==> src/rtl/ag_tcu_tile_seq_if.sv <==
// Handshake bundle between the TCU tile sequencer and its neighbours.
// Covers the command in, the execute ops out, the results back and the done report.
interface ag_tcu_tile_seq_if #(
  parameter int STEP_W  = 4,
  parameter int UUID_W  = 44,
  parameter int SCALE_W = 8
);
  logic                cmd_valid;
  logic                cmd_ready;
  logic [UUID_W-1:0]   cmd_uuid;
  logic [STEP_W-1:0]   cmd_m;
  logic [STEP_W-1:0]   cmd_n;
  logic [STEP_W-1:0]   cmd_k;
  logic [SCALE_W-1:0]  cmd_scale_a;
  logic [SCALE_W-1:0]  cmd_scale_b;

  logic                issue_valid;
  logic                issue_ready;
  logic [UUID_W-1:0]   issue_uuid;
  logic [STEP_W-1:0]   issue_step_m;
  logic [STEP_W-1:0]   issue_step_n;
  logic [STEP_W-1:0]   issue_step_k;
  logic                issue_use_c;
  logic                issue_last_k;
  logic [SCALE_W-1:0]  issue_scale_a;
  logic [SCALE_W-1:0]  issue_scale_b;

  logic                resp_valid;
  logic                resp_ready;

  logic                done_valid;
  logic                done_ready;
  logic [UUID_W-1:0]   done_uuid;
  logic [3*STEP_W:0]   done_count;
  logic                err_unexp;

  // Environment side: dispatch, TCU datapath and done consumer.
  modport master (
    output cmd_valid, cmd_uuid, cmd_m, cmd_n, cmd_k, cmd_scale_a, cmd_scale_b,
    input  cmd_ready,
    input  issue_valid, issue_uuid, issue_step_m, issue_step_n, issue_step_k,
    input  issue_use_c, issue_last_k, issue_scale_a, issue_scale_b,
    output issue_ready,
    output resp_valid,
    input  resp_ready,
    input  done_valid, done_uuid, done_count, err_unexp,
    output done_ready
  );

  // Sequencer side.
  modport slave (
    input  cmd_valid, cmd_uuid, cmd_m, cmd_n, cmd_k, cmd_scale_a, cmd_scale_b,
    output cmd_ready,
    output issue_valid, issue_uuid, issue_step_m, issue_step_n, issue_step_k,
    output issue_use_c, issue_last_k, issue_scale_a, issue_scale_b,
    input  issue_ready,
    input  resp_valid,
    output resp_ready,
    output done_valid, done_uuid, done_count, err_unexp,
    input  done_ready
  );
endinterface

==> src/rtl/ag_tcu_tile_seq.sv <==
// AG TCU tile sequencer: expands one tile command into m/n/k execute ops,
// limits in-flight ops with a credit counter and reports the result count.
module ag_tcu_tile_seq #(
  parameter int STEP_W  = 4,
  parameter int MAX_OUT = 4,
  parameter int UUID_W  = 44,
  parameter int SCALE_W = 8
) (
  input  logic             clk,
  input  logic             reset_n,
  ag_tcu_tile_seq_if.slave bus
);
  localparam int OUT_W = $clog2(MAX_OUT + 1);
  localparam int CNT_W = 3 * STEP_W + 1;
  localparam logic [OUT_W-1:0] MAX_OUT_C = OUT_W'(MAX_OUT);

  typedef enum logic [1:0] {S_IDLE, S_ISSUE, S_DRAIN, S_DONE} state_t;

  state_t               r_state;
  state_t               w_next;
  logic [UUID_W-1:0]    r_uuid;
  logic [STEP_W-1:0]    r_m, r_n, r_k;
  logic [STEP_W-1:0]    r_sm, r_sn, r_sk;
  logic [SCALE_W-1:0]   r_scale_a, r_scale_b;
  logic [OUT_W-1:0]     r_out;
  logic [OUT_W-1:0]     w_out_nxt;
  logic [CNT_W-1:0]     r_cnt;
  logic                 r_err;

  logic w_cmd_ready, w_issue_valid, w_resp_ready, w_done_valid;
  logic w_cmd_fire, w_issue_fire, w_resp_fire, w_last;

  assign w_cmd_fire   = bus.cmd_valid   & w_cmd_ready;
  assign w_issue_fire = w_issue_valid   & bus.issue_ready;
  assign w_resp_fire  = bus.resp_valid  & w_resp_ready;
  assign w_last       = (r_sm == r_m) && (r_sn == r_n) && (r_sk == r_k);

  always_comb begin
    w_out_nxt = r_out;
    case ({w_issue_fire, w_resp_fire})
      2'b10:   w_out_nxt = r_out + OUT_W'(1);
      2'b01:   w_out_nxt = r_out - OUT_W'(1);
      default: w_out_nxt = r_out;
    endcase
  end

  always_ff @(posedge clk or negedge reset_n) begin
    if (!reset_n) r_state <= S_IDLE;
    else          r_state <= w_next;
  end

  always_comb begin
    w_next = r_state;
    case (r_state)
      S_IDLE:  if (w_cmd_fire) w_next = S_ISSUE;
      S_ISSUE: if (w_issue_fire && w_last) w_next = (w_out_nxt == '0) ? S_DONE : S_DRAIN;
      S_DRAIN: if (r_out == '0) w_next = S_DONE;
      S_DONE:  if (bus.done_ready) w_next = S_IDLE;
      default: w_next = S_IDLE;
    endcase
  end

  // Credits gate issue purely from registered state, so issue_ready never reaches issue_valid.
  always_comb begin
    w_cmd_ready   = (r_state == S_IDLE);
    w_issue_valid = (r_state == S_ISSUE) && (r_out < MAX_OUT_C);
    w_resp_ready  = (r_out != '0);
    w_done_valid  = (r_state == S_DONE);
  end

  always_ff @(posedge clk or negedge reset_n) begin
    if (!reset_n) begin
      r_uuid    <= '0;
      r_m       <= '0;
      r_n       <= '0;
      r_k       <= '0;
      r_sm      <= '0;
      r_sn      <= '0;
      r_sk      <= '0;
      r_scale_a <= '0;
      r_scale_b <= '0;
      r_out     <= '0;
      r_cnt     <= '0;
      r_err     <= 1'b0;
    end else begin
      r_out <= w_out_nxt;
      if (bus.resp_valid && (r_out == '0)) r_err <= 1'b1;
      if (w_cmd_fire) begin
        r_uuid    <= bus.cmd_uuid;
        r_m       <= bus.cmd_m;
        r_n       <= bus.cmd_n;
        r_k       <= bus.cmd_k;
        r_scale_a <= bus.cmd_scale_a;
        r_scale_b <= bus.cmd_scale_b;
        r_sm      <= '0;
        r_sn      <= '0;
        r_sk      <= '0;
        r_cnt     <= '0;
      end else if (w_resp_fire) begin
        r_cnt <= r_cnt + CNT_W'(1);
      end
      // k innermost, then n, then m.
      if (w_issue_fire) begin
        if (r_sk == r_k) begin
          r_sk <= '0;
          if (r_sn == r_n) begin
            r_sn <= '0;
            r_sm <= r_sm + STEP_W'(1);
          end else begin
            r_sn <= r_sn + STEP_W'(1);
          end
        end else begin
          r_sk <= r_sk + STEP_W'(1);
        end
      end
    end
  end

  assign bus.cmd_ready     = w_cmd_ready;
  assign bus.issue_valid   = w_issue_valid;
  assign bus.issue_uuid    = r_uuid;
  assign bus.issue_step_m  = r_sm;
  assign bus.issue_step_n  = r_sn;
  assign bus.issue_step_k  = r_sk;
  assign bus.issue_use_c   = (r_sk != '0);
  assign bus.issue_last_k  = (r_sk == r_k);
  assign bus.issue_scale_a = r_scale_a;
  assign bus.issue_scale_b = r_scale_b;
  assign bus.resp_ready    = w_resp_ready;
  assign bus.done_valid    = w_done_valid;
  assign bus.done_uuid     = r_uuid;
  assign bus.done_count    = r_cnt;
  assign bus.err_unexp     = r_err;
endmodule

==> src/flat_wrapper.sv <==
// flat-port wrapper written by rule: the top's interface ports become plain ports
module ag_tcu_tile_seq_flat 
#(
  parameter int STEP_W  = 4,
  parameter int MAX_OUT = 4,
  parameter int UUID_W  = 44,
  parameter int SCALE_W = 8
)
  (clk, reset_n, bus_cmd_valid, bus_cmd_uuid, bus_cmd_m, bus_cmd_n, bus_cmd_k, bus_cmd_scale_a, bus_cmd_scale_b, bus_cmd_ready, bus_issue_valid, bus_issue_uuid, bus_issue_step_m, bus_issue_step_n, bus_issue_step_k, bus_issue_use_c, bus_issue_last_k, bus_issue_scale_a, bus_issue_scale_b, bus_issue_ready, bus_resp_valid, bus_resp_ready, bus_done_valid, bus_done_uuid, bus_done_count, bus_err_unexp, bus_done_ready);
  ag_tcu_tile_seq_if #(.STEP_W(STEP_W), .UUID_W(UUID_W), .SCALE_W(SCALE_W)) bus_i ();
  input  logic clk;
  input  logic reset_n;
  input wire logic [$bits(bus_i.cmd_valid)-1:0] bus_cmd_valid;
  input wire logic [$bits(bus_i.cmd_uuid)-1:0] bus_cmd_uuid;
  input wire logic [$bits(bus_i.cmd_m)-1:0] bus_cmd_m;
  input wire logic [$bits(bus_i.cmd_n)-1:0] bus_cmd_n;
  input wire logic [$bits(bus_i.cmd_k)-1:0] bus_cmd_k;
  input wire logic [$bits(bus_i.cmd_scale_a)-1:0] bus_cmd_scale_a;
  input wire logic [$bits(bus_i.cmd_scale_b)-1:0] bus_cmd_scale_b;
  output wire logic [$bits(bus_i.cmd_ready)-1:0] bus_cmd_ready;
  output wire logic [$bits(bus_i.issue_valid)-1:0] bus_issue_valid;
  output wire logic [$bits(bus_i.issue_uuid)-1:0] bus_issue_uuid;
  output wire logic [$bits(bus_i.issue_step_m)-1:0] bus_issue_step_m;
  output wire logic [$bits(bus_i.issue_step_n)-1:0] bus_issue_step_n;
  output wire logic [$bits(bus_i.issue_step_k)-1:0] bus_issue_step_k;
  output wire logic [$bits(bus_i.issue_use_c)-1:0] bus_issue_use_c;
  output wire logic [$bits(bus_i.issue_last_k)-1:0] bus_issue_last_k;
  output wire logic [$bits(bus_i.issue_scale_a)-1:0] bus_issue_scale_a;
  output wire logic [$bits(bus_i.issue_scale_b)-1:0] bus_issue_scale_b;
  input wire logic [$bits(bus_i.issue_ready)-1:0] bus_issue_ready;
  input wire logic [$bits(bus_i.resp_valid)-1:0] bus_resp_valid;
  output wire logic [$bits(bus_i.resp_ready)-1:0] bus_resp_ready;
  output wire logic [$bits(bus_i.done_valid)-1:0] bus_done_valid;
  output wire logic [$bits(bus_i.done_uuid)-1:0] bus_done_uuid;
  output wire logic [$bits(bus_i.done_count)-1:0] bus_done_count;
  output wire logic [$bits(bus_i.err_unexp)-1:0] bus_err_unexp;
  input wire logic [$bits(bus_i.done_ready)-1:0] bus_done_ready;
  assign bus_i.cmd_valid = bus_cmd_valid;
  assign bus_i.cmd_uuid = bus_cmd_uuid;
  assign bus_i.cmd_m = bus_cmd_m;
  assign bus_i.cmd_n = bus_cmd_n;
  assign bus_i.cmd_k = bus_cmd_k;
  assign bus_i.cmd_scale_a = bus_cmd_scale_a;
  assign bus_i.cmd_scale_b = bus_cmd_scale_b;
  assign bus_cmd_ready = bus_i.cmd_ready;
  assign bus_issue_valid = bus_i.issue_valid;
  assign bus_issue_uuid = bus_i.issue_uuid;
  assign bus_issue_step_m = bus_i.issue_step_m;
  assign bus_issue_step_n = bus_i.issue_step_n;
  assign bus_issue_step_k = bus_i.issue_step_k;
  assign bus_issue_use_c = bus_i.issue_use_c;
  assign bus_issue_last_k = bus_i.issue_last_k;
  assign bus_issue_scale_a = bus_i.issue_scale_a;
  assign bus_issue_scale_b = bus_i.issue_scale_b;
  assign bus_i.issue_ready = bus_issue_ready;
  assign bus_i.resp_valid = bus_resp_valid;
  assign bus_resp_ready = bus_i.resp_ready;
  assign bus_done_valid = bus_i.done_valid;
  assign bus_done_uuid = bus_i.done_uuid;
  assign bus_done_count = bus_i.done_count;
  assign bus_err_unexp = bus_i.err_unexp;
  assign bus_i.done_ready = bus_done_ready;
  ag_tcu_tile_seq #(.STEP_W(STEP_W), .MAX_OUT(MAX_OUT), .UUID_W(UUID_W), .SCALE_W(SCALE_W)) u_core (.clk(clk), .reset_n(reset_n), .bus(bus_i));
endmodule
==> config.mk <==
export PLATFORM = sky130hd
export DESIGN_NAME = ag_tcu_tile_seq_flat
export DESIGN_NICKNAME = d
export VERILOG_FILES = /design/src/rtl/ag_tcu_tile_seq_if.sv /design/src/rtl/ag_tcu_tile_seq.sv /design/src/flat_wrapper.sv
export SDC_FILE = /design/constraint.sdc
export NUM_CORES = 1
export LEC_CHECK = 0
export BUFFER_PORTS_ARGS = -buffer_cell sky130_fd_sc_hd__buf_2
export CORE_MARGIN = 10
export CORE_UTILIZATION = 43
export DETAILED_ROUTE_END_ITERATION = 8
export HOLD_SLACK_MARGIN = 0.08
export PLACE_DENSITY = 0.88
export SYNTH_ARGS = -nofsm -noshare
export SYNTH_HDL_FRONTEND = slang
export SYNTH_SLANG_ARGS = --single-unit
export TNS_END_PERCENT = 50
==> constraint.sdc <==
create_clock -name clk -period 2.7 [get_ports clk]
set_clock_uncertainty 0.05 [all_clocks]
set_input_delay 0 -clock clk [delete_from_list [all_inputs] [get_ports clk]]
set_output_delay 0 -clock clk [all_outputs]
set_load 0.02 [all_outputs]
==> impl_summary.log <==
INFO  metric result_of_the_run = finished clean
INFO  metric ys_types = 37
INFO  metric power_leakage = 3.791 nW
INFO  metric dpl_cell_area = 5712 um2
INFO  metric critical_path_buf_inv_count = 2
INFO  metric die_area = 15730 um2
INFO  metric antenna_found_initial = 2
INFO  metric irDropWorstVdd = 0.0006889 V
INFO  metric fmaxAchievable = 384.5 MHz
INFO  metric share_comb_of_total_power = 51.1%
INFO  metric fin_hold_ws = 118.8 ps
INFO  metric ratio_of_final_minimum_period_to_clock_period = 96.33%
INFO  metric cells_after_synthesis = 533
INFO  metric power_report.internal_total = 3.979 mW
INFO  metric synth_enable_flop_cells = 0
INFO  metric placement.io_buffers = 213
INFO  metric timing_worst_slew_pin_value = 631.4 ps
INFO  metric num_io_pins = 214
INFO  metric min_path_type = in2reg
INFO  metric overflow = 0
INFO  metric synthesis.area_per_instance = 8.963 um2
INFO  metric cts_tree = yes
INFO  metric min-delay-start = bus_done_ready
INFO  metric fin_util = 62.20%
INFO  metric cts_buffer_depth = 2
INFO  metric root_buffer = clkbuf_8
INFO  metric report.final.hold_viol_count = 0
INFO  metric crit_path_cell_trace = ha_2 -> nor2b_2 -> and2_4 -> inv_2 -> ha_2 -> inv_1 -> fa_2 -> xor2_1 -> nor2_1 -> xor2_1 -> o31ai_2 -> mux2_4
INFO  metric switching_share = 46.18%
INFO  metric drive_above_1_share = 33.12%
INFO  metric r2r_cells = 12
INFO  metric totalPowerFinal = 7.393 mW
INFO  metric number_of_global_route_vias_before_repair = 4579
INFO  metric firstDrtPassIters = 6
INFO  metric critical_path.max_stage_delay = 400 ps
INFO  metric area_delta_synth_final = 41.15%
INFO  metric post_synth_instance_area = 4777 um2
INFO  metric globalRouteTotalUtil = 18.17%
INFO  metric routabilityCongestion = 0.7926
INFO  metric final-max-slew-violation-count = 0
INFO  metric synth_seq_cells = 103
INFO  metric grt_pass1_wl = 23840 um
INFO  metric worst_r2r_endpoint = u_core.r_state[0]$_DFFE_PN0P_
INFO  metric routed-via-count = 4433
INFO  metric detail_route.wirelength = 14930 um
INFO  metric first_iter_violations = 261
INFO  metric post_route_cell_area = 6743 um2
INFO  metric final_hpwl_dp = 9829 um
INFO  metric synth-seq-area-share = 53.95%
INFO  metric timing.final.ws_setup = 98.98 ps
INFO  metric antenna_left = 0
INFO  metric nets = 875
INFO  metric critical_path_class = reg2reg
INFO  metric yosysWarnings = 0
INFO  metric power.net_switching = 3.414 mW
INFO  metric worst-r2r-setup-slack = 100 ps
INFO  metric insertion_delay = 360 ps
INFO  metric period_minus_slack = 2601 ps
INFO  metric timing.critical_path.fanout_max = 3
INFO  metric top_flip_flop_cell_by_instance_count_after_synthesis = dfrtp_1
INFO  metric worstReg2RegStart = u_core.r_state[0]$_DFFE_PN0P_
INFO  metric wl_per_cell = 16.00 um
INFO  metric height_of_the_die = 125.4 um
INFO  metric post_drt_via_cell_ratio = 4.751
INFO  metric max_cap_viols = 0
INFO  metric detailedPlace.worstSlack = -10.66 ps
INFO  metric share_of_power_burned_in_the_clock_network = 13.6%
INFO  metric critPathCaptureType = register
INFO  metric postSynth.asyncResetShare = 100.0%
INFO  metric power_density = 1096 nW/um2
INFO  metric timing.hold.worst_path_depth = 5
INFO  metric floorplan.initialDensity = 44.07%
INFO  metric relSlewSlack = 57.91%
INFO  metric start_kind = register
INFO  metric clk_transition_reported_paths = 100 ps
INFO  metric crit_slowest_cell = dfrtp_1
INFO  metric grt_start_max_net_pins = 56
INFO  metric seqPwrFrac = 35.4%
INFO  metric core = 10840 um2
INFO  metric crit_family = adder cells
INFO  metric postSynthNetCount = 622
INFO  metric numCtsBuffers = 9
INFO  metric clock_sinks = 103
INFO  metric report.final.setup_viol = 0
INFO  metric die_w = 125.4 um
INFO  metric cts_htree_levels = 3
INFO  metric drt_drc_violations_left = 0
INFO  metric critical_path_required = 2910 ps
INFO  metric worstSetupPathDepth = 12
INFO  metric hold_end = u_core.r_state[0]$_DFFE_PN0P_
INFO  metric placementRows = 38
INFO  metric critical_path_arrival = 2810 ps
[sequential cells by signal, indices dropped and copies added, names as in the netlist, 3 cells and up]
name / cells
u_core.bus.issue_scale_a: 8
u_core.r_k: 4
u_core.bus.done_uuid: 44
u_core.bus.issue_scale_b: 8
u_core.bus.issue_step_n: 4
u_core.r_m: 4
u_core.r_n: 4
u_core.bus.done_count: 13
u_core.bus.issue_step_k: 4
u_core.r_out: 3
u_core.bus.issue_step_m: 4
[cells by family (layout without fill, tap and decap cells)]
group,count (synthesis),in the layout,share of synthesized area [%]
xor gates and xnor gates,29,29,5.317
muxes,4,4,0.9167
buffers and inverters,79,337,9.848
other,0,2,0
AOI/OAI and AO/OA,25,25,3.431
adders and majority gates,11,11,3.038
DFF,103,103,53.95
and+or+nand+nor,282,282,23.49
[worst max path at each step]
| stage | to | slack (ps) | startpoint |
|---|---|---|---|
| 2_1_floorplan | u_core.r_state[0]$_DFFE_PN0P_ | 0.5 | u_core.r_state[1]$_DFFE_PN0P_ |
| 3_3_place_gp | u_core.r_state[0]$_DFFE_PN0P_ | 120 | u_core.r_state[0]$_DFFE_PN0P_ |
| 3_5_place_dp | u_core.r_state[0]$_DFFE_PN0P_ | -10 | u_core.r_state[0]$_DFFE_PN0P_ |
| 4_1_cts | u_core.r_state[0]$_DFFE_PN0P_ | 7 | u_core.r_state[0]$_DFFE_PN0P_ |
| 5_1_grt | u_core.r_state[0]$_DFFE_PN0P_ | -20 | u_core.r_state[0]$_DFFE_PN0P_ |
| 6_report | u_core.r_state[0]$_DFFE_PN0P_ | 100 | u_core.r_state[0]$_DFFE_PN0P_ |
[power groups by stage]
stage | registers, mW | logic [mW] | clock network, mW
after floorplan | 3.15 | 2.04 | 0
after CTS | 2.59 | 3.70 | 1.03
after detailed placement | 2.62 | 3.53 | 0
after global routing | 2.70 | 4.11 | 1.09
final | 2.61 | 3.77 | 1.00
after global placement | 2.59 | 3.43 | 0
[cells in the final DEF (no fill, tap or decap), types with 3 or more instances in the layout]
cell type,Yosys,routed
nand2_1,236,235
buf_2,1,212
dfrtp_1,103,103
dlygate4sd3_1,0,74
nor2_1,18,18
buf_4,44,18
xnor2_1,17,17
inv_1,16,15
xor2_1,12,12
clkbuf_8,0,11
o21ai_0,8,8
nand3_1,8,8
ha_1,10,8
nand4_1,5,5
a21oi_1,4,4
or3_1,3,3
nor3_1,3,3
[layer usage]
| layer | vias to the layer above | GRT usage [%] | part of all wire (%) |
|---|---|---|---|
| met5 | - | 0 | 0 |
| met4 | 0 | 7.249 | 2.6 |
| met3 | 38 | 7.055 | 8.8 |
| met2 | 190 | 31.41 | 51 |
| met1 | 2077 | 19.57 | 38 |
| li1 | 2128 | - | - |
[through the flow]
| step | TNS, ps | std cells |
|---|---|---|
| floorplan | 0 | 533 |
| global placement | 0 | 834 |
| finish | 0 | 933 |
| CTS | 0 | 928 |
| detailed placement | -10.66 | 834 |
| global route | -15.33 | 933 |
[cells in the mapped netlist, drive strengths merged (4+ instances only)]
cell type  instances  share of area (%)
xnor2             17                3.1
xor2              12                2.2
nand4              5               0.65
dfrtp            103                 54
clkbuf            12               0.94
nand3              8               0.84
buf               51                7.6
nand2            236                 19
nor2              18                1.4
inv               16                1.3
ha                10                2.6
a21oi              4               0.42
o21ai              8               0.84
[repair_timing]
item                                    CTS  global route
setup buffers                             4             3
pin swaps                                 0             4
endpoints found under the hold margin   122             0
resized for setup                         0             8
hold buffers                             74             0
endpoints found under the setup margin    1             2
[worst min-delay path, stage by stage]
cell      delay, ps
buf_2           100
inv_1            40
a222oi_1         90
nand2_1         110
mux2_4          160
[layout make-up]
| cell class | count | area [um2] |
|---|---|---|
| sequential | 103 | 2577 |
| inverter | 16 | 60.06 |
| fill | 869 | 4098 |
| timing repair buffer | 305 | 1957 |
| clock buffer | 12 | 155.1 |
| clock inverter | 4 | 53.80 |
| antenna | 2 | 5.005 |
| multi-input combinational | 351 | 1759 |
| tap | 140 | 175.2 |
(Power assumes the default switching activity.)
